[config.mk]
export PLATFORM = sky130hd
export DESIGN_NAME = hazard_scoreboard
export DESIGN_NICKNAME = d
export VERILOG_FILES = /design/src/rtl/pipe_pkg.sv /design/src/rtl/hazard_slot.sv /design/src/rtl/hazard_scoreboard.sv
export SDC_FILE = /design/constraint.sdc
export NUM_CORES = 1
export LEC_CHECK = 0
export BUFFER_PORTS_ARGS = -buffer_cell sky130_fd_sc_hd__clkbuf_2
export CAP_MARGIN = 0
export CORE_MARGIN = 2
export CORE_UTILIZATION = 40
export DETAILED_ROUTE_END_ITERATION = 16
export PLACE_DENSITY = 0.68
export RECOVER_POWER = 50
export SYNTH_ARGS = -nofsm -noshare
export SYNTH_HDL_FRONTEND = slang
export SYNTH_SLANG_ARGS = --single-unit
export TNS_END_PERCENT = 20
[constraint.sdc]
create_clock -name CLK -period 1.25 [get_ports CLK]
set_input_delay 0.25 -clock CLK [delete_from_list [all_inputs] [get_ports CLK]]
set_output_delay 0.25 -clock CLK [all_outputs]
set_load 0.03 [all_outputs]
[src/rtl/pipe_pkg.sv]
// rtl/pipe_pkg.sv - forwarding encodings, scoreboard states and shadow slot record
package pipe_pkg;

    // Slot destination field is sized for the widest supported register file.
    localparam int SLOT_DST_W = 8;

    typedef enum logic [1:0] {
        FWD_RF  = 2'b00,
        FWD_EX  = 2'b01,
        FWD_MEM = 2'b10,
        FWD_WB  = 2'b11
    } fwd_e;

    typedef enum logic [1:0] {
        ST_RUN      = 2'b00,
        ST_LU_STALL = 2'b01,
        ST_MEM_WAIT = 2'b10
    } state_e;

    typedef struct packed {
        logic                  valid;
        logic [SLOT_DST_W-1:0] dst;
        logic                  rf_en;
        logic                  load;
        logic                  mem_en;
    } slot_t;

    function automatic logic slot_hit(input slot_t s, input logic [SLOT_DST_W-1:0] src);
        return s.valid && s.rf_en && (s.dst == src);
    endfunction

endpackage

[src/rtl/hazard_slot.sv]
// rtl/hazard_slot.sv - one shadow pipeline slot with hold and bubble clear
module hazard_slot
    import pipe_pkg::*;
(
    input  logic  i_clk,
    input  logic  i_rst_n,
    input  logic  i_hold,
    input  logic  i_clear,
    input  slot_t i_d,
    output slot_t o_q
);

    slot_t r_q;

    always_ff @(posedge i_clk or negedge i_rst_n) begin
        if (!i_rst_n) begin
            r_q <= '0;
        end else if (!i_hold) begin
            r_q <= i_clear ? '0 : i_d;
        end
    end

    assign o_q = r_q;

endmodule

[src/rtl/hazard_scoreboard.sv]
// rtl/hazard_scoreboard.sv - operand forwarding select, load-use stall, branch flush and memory wait control
module hazard_scoreboard
    import pipe_pkg::*;
#(
    parameter int NUM_SRC = 3,
    parameter int RADDR_W = 4,
    parameter int MEM_LAT = 1
)(
    input  logic                       CLK,
    input  logic                       CLR,
    input  logic                       id_valid,
    input  logic [NUM_SRC*RADDR_W-1:0] id_src_addr,
    input  logic [NUM_SRC-1:0]         id_src_used,
    input  logic [RADDR_W-1:0]         id_dst_addr,
    input  logic                       id_rf_enable,
    input  logic                       id_load,
    input  logic                       id_mem_enable,
    input  logic                       ex_branch_taken,
    output logic [NUM_SRC*2-1:0]       fwd_sel,
    output logic                       pc_enable,
    output logic                       ifid_le,
    output logic                       nop_insert,
    output logic                       ifid_flush,
    output logic                       pipe_hold
);

    localparam logic               USE_WAIT  = (MEM_LAT > 1);
    localparam logic [3:0]         WAIT_LOAD = USE_WAIT ? 4'(MEM_LAT - 2) : 4'd0;
    localparam logic [RADDR_W-1:0] PC_REG    = '1;

    state_e     r_state;
    logic [3:0] r_cnt;
    slot_t      w_id_slot;
    slot_t      w_ex;
    slot_t      w_mem;
    slot_t      w_wb;
    logic       w_hold;
    logic       w_branch;
    logic       w_lu_hazard;
    logic       w_wait_start;
    logic       w_unused_bits;

    assign w_id_slot = '{valid:  id_valid,
                         dst:    SLOT_DST_W'(id_dst_addr),
                         rf_en:  id_rf_enable,
                         load:   id_load,
                         mem_en: id_mem_enable};

    hazard_slot u_ex_slot (
        .i_clk(CLK), .i_rst_n(CLR), .i_hold(pipe_hold),
        .i_clear(nop_insert || ifid_flush), .i_d(w_id_slot), .o_q(w_ex)
    );

    hazard_slot u_mem_slot (
        .i_clk(CLK), .i_rst_n(CLR), .i_hold(pipe_hold),
        .i_clear(1'b0), .i_d(w_ex), .o_q(w_mem)
    );

    hazard_slot u_wb_slot (
        .i_clk(CLK), .i_rst_n(CLR), .i_hold(pipe_hold),
        .i_clear(1'b0), .i_d(w_mem), .o_q(w_wb)
    );

    assign w_unused_bits = ^{w_mem.load, w_mem.mem_en, w_wb.load, w_wb.mem_en};

    assign w_hold   = (r_state == ST_MEM_WAIT);
    assign w_branch = ex_branch_taken && CLR && !w_hold;

    // The wait starts on the edge that moves a memory op from EX into MEM,
    // so the op occupies MEM for exactly MEM_LAT cycles.
    assign w_wait_start = USE_WAIT && !w_hold && w_ex.valid && w_ex.mem_en;

    always_comb begin
        fwd_sel     = '0;
        w_lu_hazard = 1'b0;
        for (int k = 0; k < NUM_SRC; k++) begin
            if (id_src_used[k] && (id_src_addr[k*RADDR_W +: RADDR_W] != PC_REG)) begin
                if (slot_hit(w_ex, SLOT_DST_W'(id_src_addr[k*RADDR_W +: RADDR_W])))
                    fwd_sel[2*k +: 2] = FWD_EX;
                else if (slot_hit(w_mem, SLOT_DST_W'(id_src_addr[k*RADDR_W +: RADDR_W])))
                    fwd_sel[2*k +: 2] = FWD_MEM;
                else if (slot_hit(w_wb, SLOT_DST_W'(id_src_addr[k*RADDR_W +: RADDR_W])))
                    fwd_sel[2*k +: 2] = FWD_WB;
            end
            if (id_src_used[k] && w_ex.valid && w_ex.load &&
                (w_ex.dst == SLOT_DST_W'(id_src_addr[k*RADDR_W +: RADDR_W])))
                w_lu_hazard = 1'b1;
        end
    end

    always_comb begin
        pc_enable  = 1'b1;
        ifid_le    = 1'b1;
        nop_insert = 1'b0;
        ifid_flush = 1'b0;
        pipe_hold  = 1'b0;
        if (w_hold) begin
            pipe_hold = 1'b1;
            pc_enable = 1'b0;
            ifid_le   = 1'b0;
        end else if (w_branch) begin
            ifid_flush = 1'b1;
            nop_insert = 1'b1;
        end else if (w_lu_hazard) begin
            pc_enable  = 1'b0;
            ifid_le    = 1'b0;
            nop_insert = 1'b1;
        end
    end

    always_ff @(posedge CLK or negedge CLR) begin
        if (!CLR) begin
            r_state <= ST_RUN;
            r_cnt   <= 4'd0;
        end else begin
            case (r_state)
                ST_RUN, ST_LU_STALL: begin
                    if (w_wait_start) begin
                        r_state <= ST_MEM_WAIT;
                        r_cnt   <= WAIT_LOAD;
                    end else if ((r_state == ST_RUN) && !w_branch && w_lu_hazard) begin
                        r_state <= ST_LU_STALL;
                    end else begin
                        r_state <= ST_RUN;
                    end
                end
                ST_MEM_WAIT: begin
                    if (r_cnt == 4'd0)
                        r_state <= ST_RUN;
                    else
                        r_cnt <= r_cnt - 4'd1;
                end
                default: r_state <= ST_RUN;
            endcase
        end
    end

endmodule

# Word-level counts from Yosys, hierarchy flattened
# Cells that the tools add are included.
dict set report totals {
  elab_cells 92
  ff_bits 37
  inputBits 26
  output_inout_bits 11
}
dict set report classes {
  n_reduce_logical 35
  addsub 1
  n_bitwise 1
  n_mux 28
  eq_ne 15
}
# cell n
set op_table {}
lappend op_table {{$eq 8x4->1} 9}
lappend op_table {{$logic_and 1x1->1} 28}
lappend op_table {{$mux 2} 13}
lappend op_table {{$mux 1} 13}
lappend op_table {{$mux 12} 1}
lappend op_table {{$ne 4x4->1 const B} 3}
lappend op_table {{$logic_not 4->1} 1}
lappend op_table {{$pmux 2 s2} 1}
lappend op_table {{$sub 4x1->4 const B} 1}
lappend op_table {{$eq 2x1->1 const B} 1}
lappend op_table {{$eq 2x2->1 const B} 1}
lappend op_table {{$logic_not 1->1} 2}
lappend op_table {{$logic_not 2->1} 1}
lappend op_table {{$ne 2x1->1 const B} 1}
lappend op_table {{$reduce_and 2->1} 1}
lappend op_table {{$reduce_or 2->1} 1}
lappend op_table {{$logic_or 1x1->1} 1}
lappend op_table {{$not 1->1} 1}

# Depth between registers and ports, before layout
# Gate-level depths: netlist of run 1.
dict set report logic_depth {
  depth_word 11
  ltp_mapped 5
  mapped_depth_nobuf 5
}

# Modules after synthesis
# Synthesis of run 1 repeated with hierarchy kept, for this count alone.
dict set report hier_totals {
  cells_unflattened 238
  area_unflattened_um2 2263.4
}
# mod cells_each area_each_um2 instances seq_area_each_um2
set modules_own_cells {}
lappend modules_own_cells {hazard_slot 50 531.8 3 300.3}
lappend modules_own_cells {hazard_scoreboard 88 668.1 1 0.0}

# Worst setup path before layout of run 1
# OpenSTA, ideal clock, no wires.
dict set report synth_path {
  kind {register to output}
  from {reg u_wb_slot.r_q (netlist bit u_wb_slot.o_q[3])}
  to {out fwd_sel[3]}
  path_buffers 0
  required_ns 1.000
  t_arrival_ns 1.684
  setup_slack_ns -0.684
  path_stages_with_launch 4
  path_cell_list {dfrtp_1 a222oi_1 nand3_1 a211oi_1}
}
dict set report synth_between {
  elab_chain_cells 6
}
# item line_no
set synth_rtl {}
lappend synth_rtl {{start, declared} hazard_slot.sv:13} ;# slot_t r_q;
lappend synth_rtl {{start signal, assigned} hazard_slot.sv:19} ;# r_q <= i_clear ? '0 : i_d;
lappend synth_rtl {{$eq 8x4->1} pipe_pkg.sv:29} ;# return s.valid && s.rf_en && (s.dst == src);
lappend synth_rtl {{$logic_and 1x1->1} pipe_pkg.sv:29}
lappend synth_rtl {{$mux 2} hazard_scoreboard.sv:82} ;# else if (slot_hit(w_wb, SLOT_DST_W'(id_src_addr[k*RADDR_W +: RADDR_W])))
lappend synth_rtl {{$mux 2} hazard_scoreboard.sv:80} ;# else if (slot_hit(w_mem, SLOT_DST_W'(id_src_addr[k*RADDR_W +: RADDR_W])))
lappend synth_rtl {{$mux 2} hazard_scoreboard.sv:78} ;# if (slot_hit(w_ex, SLOT_DST_W'(id_src_addr[k*RADDR_W +: RADDR_W])))
lappend synth_rtl {{$mux 2} hazard_scoreboard.sv:77} ;# if (id_src_used[k] && (id_src_addr[k*RADDR_W +: RADDR_W] != PC_REG)) begin
lappend synth_rtl {{end, declared} hazard_scoreboard.sv:19} ;# output logic [NUM_SRC*2-1:0] fwd_sel,
# Every way passes these cells.

# Worst setup path in the final report of run 1
# Ends and elaborated chain as after synthesis.

==> results of run 1 <==
[final timing paths]
check                                   start           endpoint  slack, ns  cells past startpoint
min in group asynchronous                 CLR   u_ex_slot.o_q[1]       0.45                      3
min                            id_dst_addr[1]   u_ex_slot.o_q[4]       0.15                      2
max                          u_wb_slot.o_q[3]         fwd_sel[3]      -0.80                      4
min reg2reg                u_mem_slot.o_q[11]  u_wb_slot.o_q[11]       0.38                      0
max reg2reg                  u_ex_slot.o_q[6]  u_ex_slot.o_q[11]      -0.38                      6
max in group asynchronous                 CLR   u_ex_slot.o_q[5]       0.58                      3
[state kept, by name (all words and copies together), names as in the netlist]
signal	count
u_mem_slot.o_q	6
u_ex_slot.o_q	7
u_wb_slot.o_q	6
[what timing repair did]
action                                  CTS  global route
pin swaps                                21             5
resized for setup                        39            11
hold buffers                              1             0
endpoints found under the hold margin    19             0
setup buffers                             2             0
endpoints found under the setup margin   16            16
[layer usage]
layer / track usage / vias up
li1: - / 529
met4: 0.113 / 0
met5: 0 / -
met3: 0.0272 / 10
met2: 0.401 / 47
met1: 0.252 / 554
[kinds of logic after synthesis]
family	after synthesis
other	1
AO/OA/AOI/OAI	17
XOR/XNOR	30
buffers and inverters	12
flip-flops	19
AND/OR/NAND/NOR	40
[cell type report]
type | count | area, sq um | area share
multi-input combinational | 88 | 811 | 0.441
sequential | 19 | 482 | 0.262
timing repair buffer | 59 | 444 | 0.241
tap | 31 | 38.8 | 0.0211
inverter | 10 | 37.5 | 0.0204
clock buffer | 4 | 26.3 | 0.0143
[power groups by stage]
stage | Combinational [uW] | Clock [uW] | Sequential (uW)
2_1_floorplan | 207 | 0 | 710
4_1_cts | 438 | 315 | 713
3_5_place_dp | 376 | 0 | 719
6_report | 460 | 305 | 717
5_1_grt | 492 | 338 | 723
3_3_place_gp | 364 | 0 | 717
[Yosys cell counts]
cell	number
buf_4	2
conb_1	1
nor3_1	2
a222oi_1	2
nand3_1	3
nor2_1	11
nand2_1	7
and2_1	8
a31oi_1	1
o22ai_2	1
nand4_2	2
xnor2_1	23
a211oi_1	3
o22ai_1	3
dfrtp_1	19
o21ai_1	1
xor2_1	7
a31oi_4	1
nand4_1	7
o2111ai_1	1
a41oi_1	2
o21ai_0	2
inv_1	10
[cell usage in the layout (no fill, tap or decap), drive strengths merged]
| master | count |
|---|---|
| nor3 | 2 |
| xor2 | 7 |
| nand2 | 7 |
| dlygate4sd3 | 1 |
| o22ai | 4 |
| o2111ai | 1 |
| nand4 | 9 |
| o21ai | 3 |
| and2 | 8 |
| conb | 1 |
| clkbuf | 37 |
| nand3 | 3 |
| nor2 | 11 |
| inv | 10 |
| xnor2 | 23 |
| buf | 25 |
| a222oi | 2 |
| dfrtp | 19 |
| a41oi | 2 |
| a31oi | 2 |
| a211oi | 3 |
[worst reg2reg max path: stages (launching register included)]
cell and delay, ns:
dfrtp_2 0.49, xnor2_2 0.20, nand4_2 0.20, o22ai_2 0.24, a31oi_4 0.12, buf_6 0.14, and2_1 0.14
[per-stage QoR]
| step | worst slack, ns | util | hold slack, ns |
|---|---|---|---|
| finish | -0.804 | 0.673 | 0.154 |
| global route | -0.840 | 0.673 | 0.149 |
| CTS | -0.739 | 0.659 | 0.140 |
| detailed placement | -0.500 | 0.577 | 0.245 |
| global placement | -0.453 | 0.577 | 0.224 |
| floorplan | -0.378 | - | -0.0456 |
==> impl_metrics.tcl, run 1 <==
set metrics [dict create \
    crit_fanout 4 \
    crit_family "compound AO/OA/AOI/OAI gates" \
    slowest_delay_ns 0.45 \
    power_uw 1480 \
    synth-simple-area-share 0.184 \
    synthMuxAreaShare 0 \
    via_per_inst 5.40 \
    powerDensity_nw_per_um2 805 \
    fin_area_sq_um 1840 \
    irDropWorstVdd_v 0.000653 \
    cts.path.max_buffers 2 \
    drive_above_1_share 0.539 \
    fmax_mhz 487 \
    cts_tree "built" \
    routed.top_layer "met4" \
    rsz0062_at_grt "true" \
    grt_usage 0.221 \
    gp_congestion 0.871 \
    drv_cap 0 \
    start_kind "flop" \
    worst_slack_ns -0.804 \
    yosysSeqAreaShare 0.414 \
    drc 0 \
    vias 1140 \
    yosysTopAreaCellShare 0.414 \
    p_sw_uw 466 \
    synth-xor-area-share 0.229 \
    drt_iter0_drc 19 \
    place_hpwl_um 2390 \
    finClkSkew_ns 0.00482 \
    synthCells 119 \
    yosysWarningCount 0 \
    crit_type "flop to output pin" \
    numCtsBuffers 3 \
    hold_path.class "input port to flop" \
    maxSlewViolCount 0 \
    synth_top_family_by_area "XOR/XNOR gates" \
    status "complete, but fails checks" \
    die_w_um 57.6 \
    drtPass1Iterations 4 \
    io_buffer_count 34 \
    synth_top_cell_by_area "dfrtp_1" \
    violations "setup timing" \
    fillerInstances 229 \
    period_needed_ns 2.05 \
    synth_compound_area_frac 0.124 \
    synth-seq-cells 19 \
    swShare 0.315 \
    syn_area_per_cell_sq_um 9.65 \
    intPower_uw 1010 \
    end_kind "output pin" \
    clk_pin_slew_ns 0.10 \
    nets 207 \
    critPathBufInv 1 \
    clk_latency_ns 0.30 \
    grt_max_degree 20 \
    synth.area.top_cells "dfrtp_1 (41%), xnor2_1 (18%), xor2_1 (5.3%), and2_1 (4.4%), nand4_1 (3.8%)" \
    wl_met1_um 1290 \
    overflow 0 \
    synth_nets 145 \
    power_frac_comb 0.311 \
    seq_power_share 0.484 \
    grt_pass1_vias 1228 \
    coreArea_sq_um 2730 \
    initial_utilization 0.420 \
    fin_tns_setup_ns -9.02 \
    finalCritPeriodShare 1.64 \
    wirelength_um 3400 \
    rows 19 \
    io_pins 37 \
    h-tree-depth 1 \
    clkPwrFrac 0.206 \
    ant_nets 0 \
    setup_viol 16 \
    worst_ep_required_time_ns 1.00 \
    dieHeight_um 57.6 \
    placed_cells 204 \
    die-area_sq_um 3320 \
    leakage_uw 0.000822 \
    final_hold_viol_count 0 \
    clock-sinks 19 \
    final_cells 211 \
    synth_fa_ha_area_frac 0 \
    wl_met3_um 204 \
    synthDistinctLibCells 23 \
    grt_pass1_wl_um 5490 \
    clock_tree.root_cell "clkbuf_4" \
    post_dp_cell_area_sq_um 1580 \
    antenna_found_initial 0 \
    route.met2.wl_um 1830 \
    synth_area_sq_um 1150 \
    slowest_stage "a222oi_1" \
    cp.arrival_ns 1.80 \
    diodes 0 \
    routedWlPerCell_um 16.1 \
    cp_cell_sequence "a222oi_1, nand3_1, a211oi_4, clkbuf_8" \
    area_delta_synth_final_pct 60.1 \
]
Note: power is estimated with default switching activity, not from simulation.
==> run 2: changes to the inputs <==
--- a/config.mk
+++ b/config.mk
@@ -7,10 +7,12 @@
 export LEC_CHECK = 0
 export BUFFER_PORTS_ARGS = -buffer_cell sky130_fd_sc_hd__clkbuf_2
 export CAP_MARGIN = 0
+export CELL_PAD_IN_SITES_DETAIL_PLACEMENT = 0
+export CELL_PAD_IN_SITES_GLOBAL_PLACEMENT = 2
 export CORE_MARGIN = 2
-export CORE_UTILIZATION = 40
+export CORE_UTILIZATION = 26
 export DETAILED_ROUTE_END_ITERATION = 16
-export PLACE_DENSITY = 0.68
+export PLACE_DENSITY_LB_ADDON = 0.1
 export RECOVER_POWER = 50
 export SYNTH_ARGS = -nofsm -noshare
 export SYNTH_HDL_FRONTEND = slang
==> impl_metrics.tcl, run 2 (synthesis results as in run 1) <==
set metrics [dict create \
    status "complete, but fails checks" \
    violations "setup timing" \
    coreArea_sq_um 4290 \
    rr_startpoint "u_ex_slot.o_q[5]" \
    largest_register_ffs 7 \
    die-area_sq_um 4970 \
    seq_power_share 0.453 \
    fin_area_sq_um 1900 \
    p_sw_uw 459 \
    fmax_mhz 507 \
    place_hpwl_um 2650 \
    multi_input_area_sq_um 800 \
    grt_max_degree 20 \
    drv_cap 0 \
    fillerInstances 447 \
    antenna_found_initial 0 \
    via_per_inst 4.68 \
    io_pins 37 \
    powerDensity_nw_per_um2 834 \
    start_kind "flop" \
    vias 1105 \
    r2r-end "u_ex_slot.o_q[5]" \
    drt_iter0_drc 38 \
    wirelength_um 3410 \
    dp_slack_ns -0.555 \
    drc 0 \
    maxSlewViolCount 0 \
    cts_tree "built" \
    cts.path.max_buffers 2 \
    finClkSkew_ns 0.000404 \
    grt_pass1_wl_um 5550 \
    worst_slack_ns -0.721 \
    clk_pin_slew_ns 0.07 \
    finalCritPeriodShare 1.58 \
    cp-endpoint "pc_enable" \
    crit_fanout 4 \
    ant_nets 0 \
    irDropWorstVdd_v 0.000539 \
    final_hold_viol_count 0 \
    r2r_cells 7 \
    drtPass1Iterations 4 \
    period_needed_ns 1.97 \
    die_w_um 70.5 \
    gp_congestion 0.773 \
    routedWlPerCell_um 14.5 \
    diodes 0 \
    post_dp_cell_area_sq_um 1600 \
    rsz0062_at_grt "true" \
    cp.arrival_ns 1.72 \
    startpoint "u_ex_slot.o_q[5]" \
    grt_pass1_vias 1187 \
    nets 211 \
    worst_ep_required_time_ns 1.00 \
    mostFrequentLayoutCells "buf_4 (27), clkbuf_2 (25), xnor2_1 (15), dfrtp_1 (15), clkbuf_8 (12)" \
    area_delta_synth_final_pct 65.5 \
    clkPwrFrac 0.257 \
    swShare 0.289 \
    dieHeight_um 70.5 \
    intPower_uw 1130 \
    setup_viol 16 \
    io_buffer_count 34 \
    clock-sinks 19 \
    hold_path.class "input port to flop" \
    end_kind "output pin" \
    final_common_cell "buf_4" \
    drive_above_1_share 0.554 \
    r2r_setup_slack_ns -0.34 \
    clk_latency_ns 0.25 \
    rows 24 \
    grt_usage 0.143 \
    initial_utilization 0.267 \
    register_area_sq_um 480 \
    h-tree-depth 1 \
    clock_tree.root_cell "clkbuf_8" \
    power_frac_comb 0.291 \
    leakage_uw 0.000852 \
    overflow 0 \
    numCtsBuffers 3 \
    crit_type "flop to output pin" \
]
[run 2: worst min-delay path by stage]
stage	startpoint	to	slack, ns	cells past startpoint
after CTS	id_dst_addr[2]	u_ex_slot.o_q[5]	0.20	2
after detailed placement	CLR	u_ex_slot.o_q[11]	0.26	2
final	id_dst_addr[2]	u_ex_slot.o_q[5]	0.21	2
after global placement	CLR	u_ex_slot.o_q[11]	0.26	2
after global routing	id_rf_enable	u_ex_slot.o_q[2]	0.23	2
after floorplan	CLR	u_ex_slot.o_q[11]	-0.05	0
[run 2: per-layer routing]
metal,global-route usage,wire [um],vias to the layer above
met2,0.252,1730,34
met3,0.0159,167,2
met5,0,0,-
met1,0.186,1480,535
met4,0.0363,37,0
li1,-,-,534
[run 2: area by class of cell]
| cell class | count | area share |
|---|---|---|
| clock buffers | 4 | 0.0237 |
| inverters | 10 | 0.0197 |
| multi-input cells | 88 | 0.421 |
| flip-flops and latches | 19 | 0.253 |
| well taps | 52 | 0.0342 |
| repair buffers | 63 | 0.249 |
[run 2: per-stage QoR]
| step | util | setup TNS, ns | power (uW) | hold slack (ns) | std cells |
|---|---|---|---|---|---|
| final | 0.443 | -8.45 | 1590 | 0.211 | 236 |
| after global routing | 0.443 | -9.63 | 1670 | 0.226 | 236 |
| after CTS | 0.426 | -8.43 | 1570 | 0.204 | 235 |
| after detailed placement | 0.372 | -7.06 | 1100 | 0.257 | 224 |
| after global placement | 0.372 | -6.72 | 1090 | 0.259 | 224 |
| after floorplan | - | -3.38 | 918 | -0.0456 | 119 |
[run 2: worst max-delay path, cell delays in order, from the launching register on]
cell	delay, ns
dfrtp_2	0.47
xnor2_2	0.18
nand4_1	0.14
buf_4	0.18
o22ai_2	0.16
o2111ai_4	0.15
clkbuf_8	0.18
[run 2: what timing repair did]
action	4_1_cts	5_1_grt
setup endpoints to repair	16	16
endpoints found under the hold margin	19	0
gates resized for setup	32	14
buffers inserted	6	1
pin swaps	12	12
hold buffers	1	0
[run 2: power by group through the flow]
stage	Sequential (uW)	Combinational (uW)	Clock, uW
floorplan	710	207	0
global placement	722	370	0
detailed placement	724	374	0
CTS	716	430	420
global route	723	501	449
finish	717	461	407
==> run 3: changes to the inputs <==
--- a/config.mk
+++ b/config.mk
@@ -5,7 +5,7 @@
 export SDC_FILE = /design/constraint.sdc
 export NUM_CORES = 1
 export LEC_CHECK = 0
-export BUFFER_PORTS_ARGS = -buffer_cell sky130_fd_sc_hd__clkbuf_2
+export BUFFER_PORTS_ARGS = -buffer_cell sky130_fd_sc_hd__buf_2
 export CAP_MARGIN = 0
 export CELL_PAD_IN_SITES_DETAIL_PLACEMENT = 0
 export CELL_PAD_IN_SITES_GLOBAL_PLACEMENT = 2
==> impl_metrics.tcl, run 3 (synthesis results as in run 1) <==
set metrics [dict create \
    status "complete, but fails checks" \
    violations "setup timing" \
    clk_latency_ns 0.25 \
    slowest_delay_ns 0.43 \
    end_kind "output pin" \
    register_area_sq_um 480 \
    irDropWorstVdd_v 0.000480 \
    finClkSkew_ns 0.000752 \
    largest_register_ffs 7 \
    post_dp_cell_area_sq_um 1620 \
    clock-sinks 19 \
    area_delta_synth_final_pct 54.0 \
    routedWlPerCell_um 13.8 \
    rows 24 \
    cp_cell_sequence "a222oi_1, nand3_1, a211oi_4, buf_6" \
    initial_utilization 0.267 \
    r2r_setup_slack_ns -0.38 \
    cp.arrival_ns 1.71 \
    drc 0 \
    via_per_inst 4.57 \
    route.met2.wl_um 1610 \
    drtPass1Iterations 4 \
    whs_path_depth 2 \
    start_kind "flop" \
    vias 1078 \
    cts_tree "built" \
    antenna_found_initial 0 \
    mostFrequentLayoutCells "buf_4 (31), buf_2 (26), xnor2_1 (22)" \
    io_pins 37 \
    numCtsBuffers 3 \
    gp_congestion 0.823 \
    rsz0062_at_grt "true" \
    overflow 0 \
    leakage_uw 0.000772 \
    rr_startpoint "u_ex_slot.o_q[4]" \
    wirelength_um 3250 \
    cts.path.max_buffers 2 \
    worst_ep_required_time_ns 1.00 \
    critPathBufInv 1 \
    fin_area_sq_um 1770 \
    crit_fanout 4 \
    dieHeight_um 70.5 \
    die-area_sq_um 4970 \
    clk_pin_slew_ns 0.07 \
    io_buffer_count 34 \
    drive_above_1_share 0.489 \
    place_hpwl_um 2690 \
    multi_input_area_sq_um 722 \
    hp-start "id_load" \
    die_w_um 70.5 \
    r2r-end "u_ex_slot.o_q[6]" \
    grt_usage 0.138 \
    drv_cap 0 \
    fillerInstances 435 \
    clock_tree.root_cell "clkbuf_8" \
    worst_slack_ns -0.710 \
    finalCritPeriodShare 1.57 \
    routed.top_layer "met3" \
    coreArea_sq_um 4290 \
    h-tree-depth 1 \
    final_common_cell "buf_4" \
    slowest_stage "a222oi_1" \
    whs_endpoint "u_ex_slot.o_q[1]" \
    wl_met3_um 148 \
    ant_nets 0 \
    final_hold_viol_count 0 \
    period_needed_ns 1.96 \
    grt_pass1_vias 1094 \
    fin_tns_setup_ns -8.54 \
    hold_path.class "input port to flop" \
    diodes 0 \
    crit_type "flop to output pin" \
    nets 211 \
    powerDensity_nw_per_um2 879 \
    r2r_cells 6 \
    setup_viol 16 \
    maxSlewViolCount 0 \
    drt_iter0_drc 55 \
    grt_pass1_wl_um 5380 \
    grt_max_degree 20 \
    fmax_mhz 510 \
    crit_family "compound AO/OA/AOI/OAI gates" \
    wl_met1_um 1490 \
]
run 3: worst register-to-register path, stage by stage, from the launching register on:
cell and delay (ns):
dfrtp_1 0.47, xnor2_1 0.19, nand4_1 0.22, o21ai_1 0.28
a31oi_4 0.05, buf_4 0.16, and2_1 0.15
run 3: worst max-delay path by stage:
stage | start | to | slack, ns | cells past startpoint
floorplan | u_ex_slot.o_q[3] | pc_enable | -0.38 | 5
global placement | u_wb_slot.o_q[4] | fwd_sel[3] | -0.49 | 5
detailed placement | u_wb_slot.o_q[4] | fwd_sel[3] | -0.50 | 5
CTS | u_wb_slot.o_q[4] | fwd_sel[3] | -0.74 | 5
global route | u_wb_slot.o_q[3] | fwd_sel[3] | -0.82 | 4
finish | u_wb_slot.o_q[3] | fwd_sel[3] | -0.71 | 4
run 3: report_power, final:
part	leakage (uW)	internal (uW)	switching (uW)	total [uW]
Combinational	0.000521	206	205	411
Sequential	0.000229	659	53.5	712
Clock	0.0000217	224	207	432
run 3: cell type report:
cell class / count / area share
multi-input cells: 88 / 0.408
flip-flops and latches: 19 / 0.272
repair buffers: 63 / 0.235
well taps: 52 / 0.0368
clock buffers: 3 / 0.0233
inverters: 10 / 0.0212
clock inverters: 1 / 0.00424
run 3: repair_timing:
action	in CTS	in global routing
endpoints found under the setup margin	16	16
gates resized for setup	19	6
pin swaps	10	8
hold buffers	1	0
buffers inserted	1	3
endpoints found under the hold margin	19	0
run 3: metal layers:
layer  up-vias  global-route usage
met4         0              0.0192
met1       516               0.191
met3         0              0.0188
met2        32               0.233
met5         -                   0
li1        530                   -
run 3: through the flow:
stage	setup slack (ns)	total power [uW]	std cells	hold slack (ns)	util
detailed placement	-0.501	1100	227	0.256	0.377
CTS	-0.737	1550	233	0.193	0.404
finish	-0.710	1550	236	0.197	0.412
global route	-0.816	1650	236	0.192	0.412
floorplan	-0.378	918	119	-0.0456	-
global placement	-0.491	1100	227	0.250	0.377
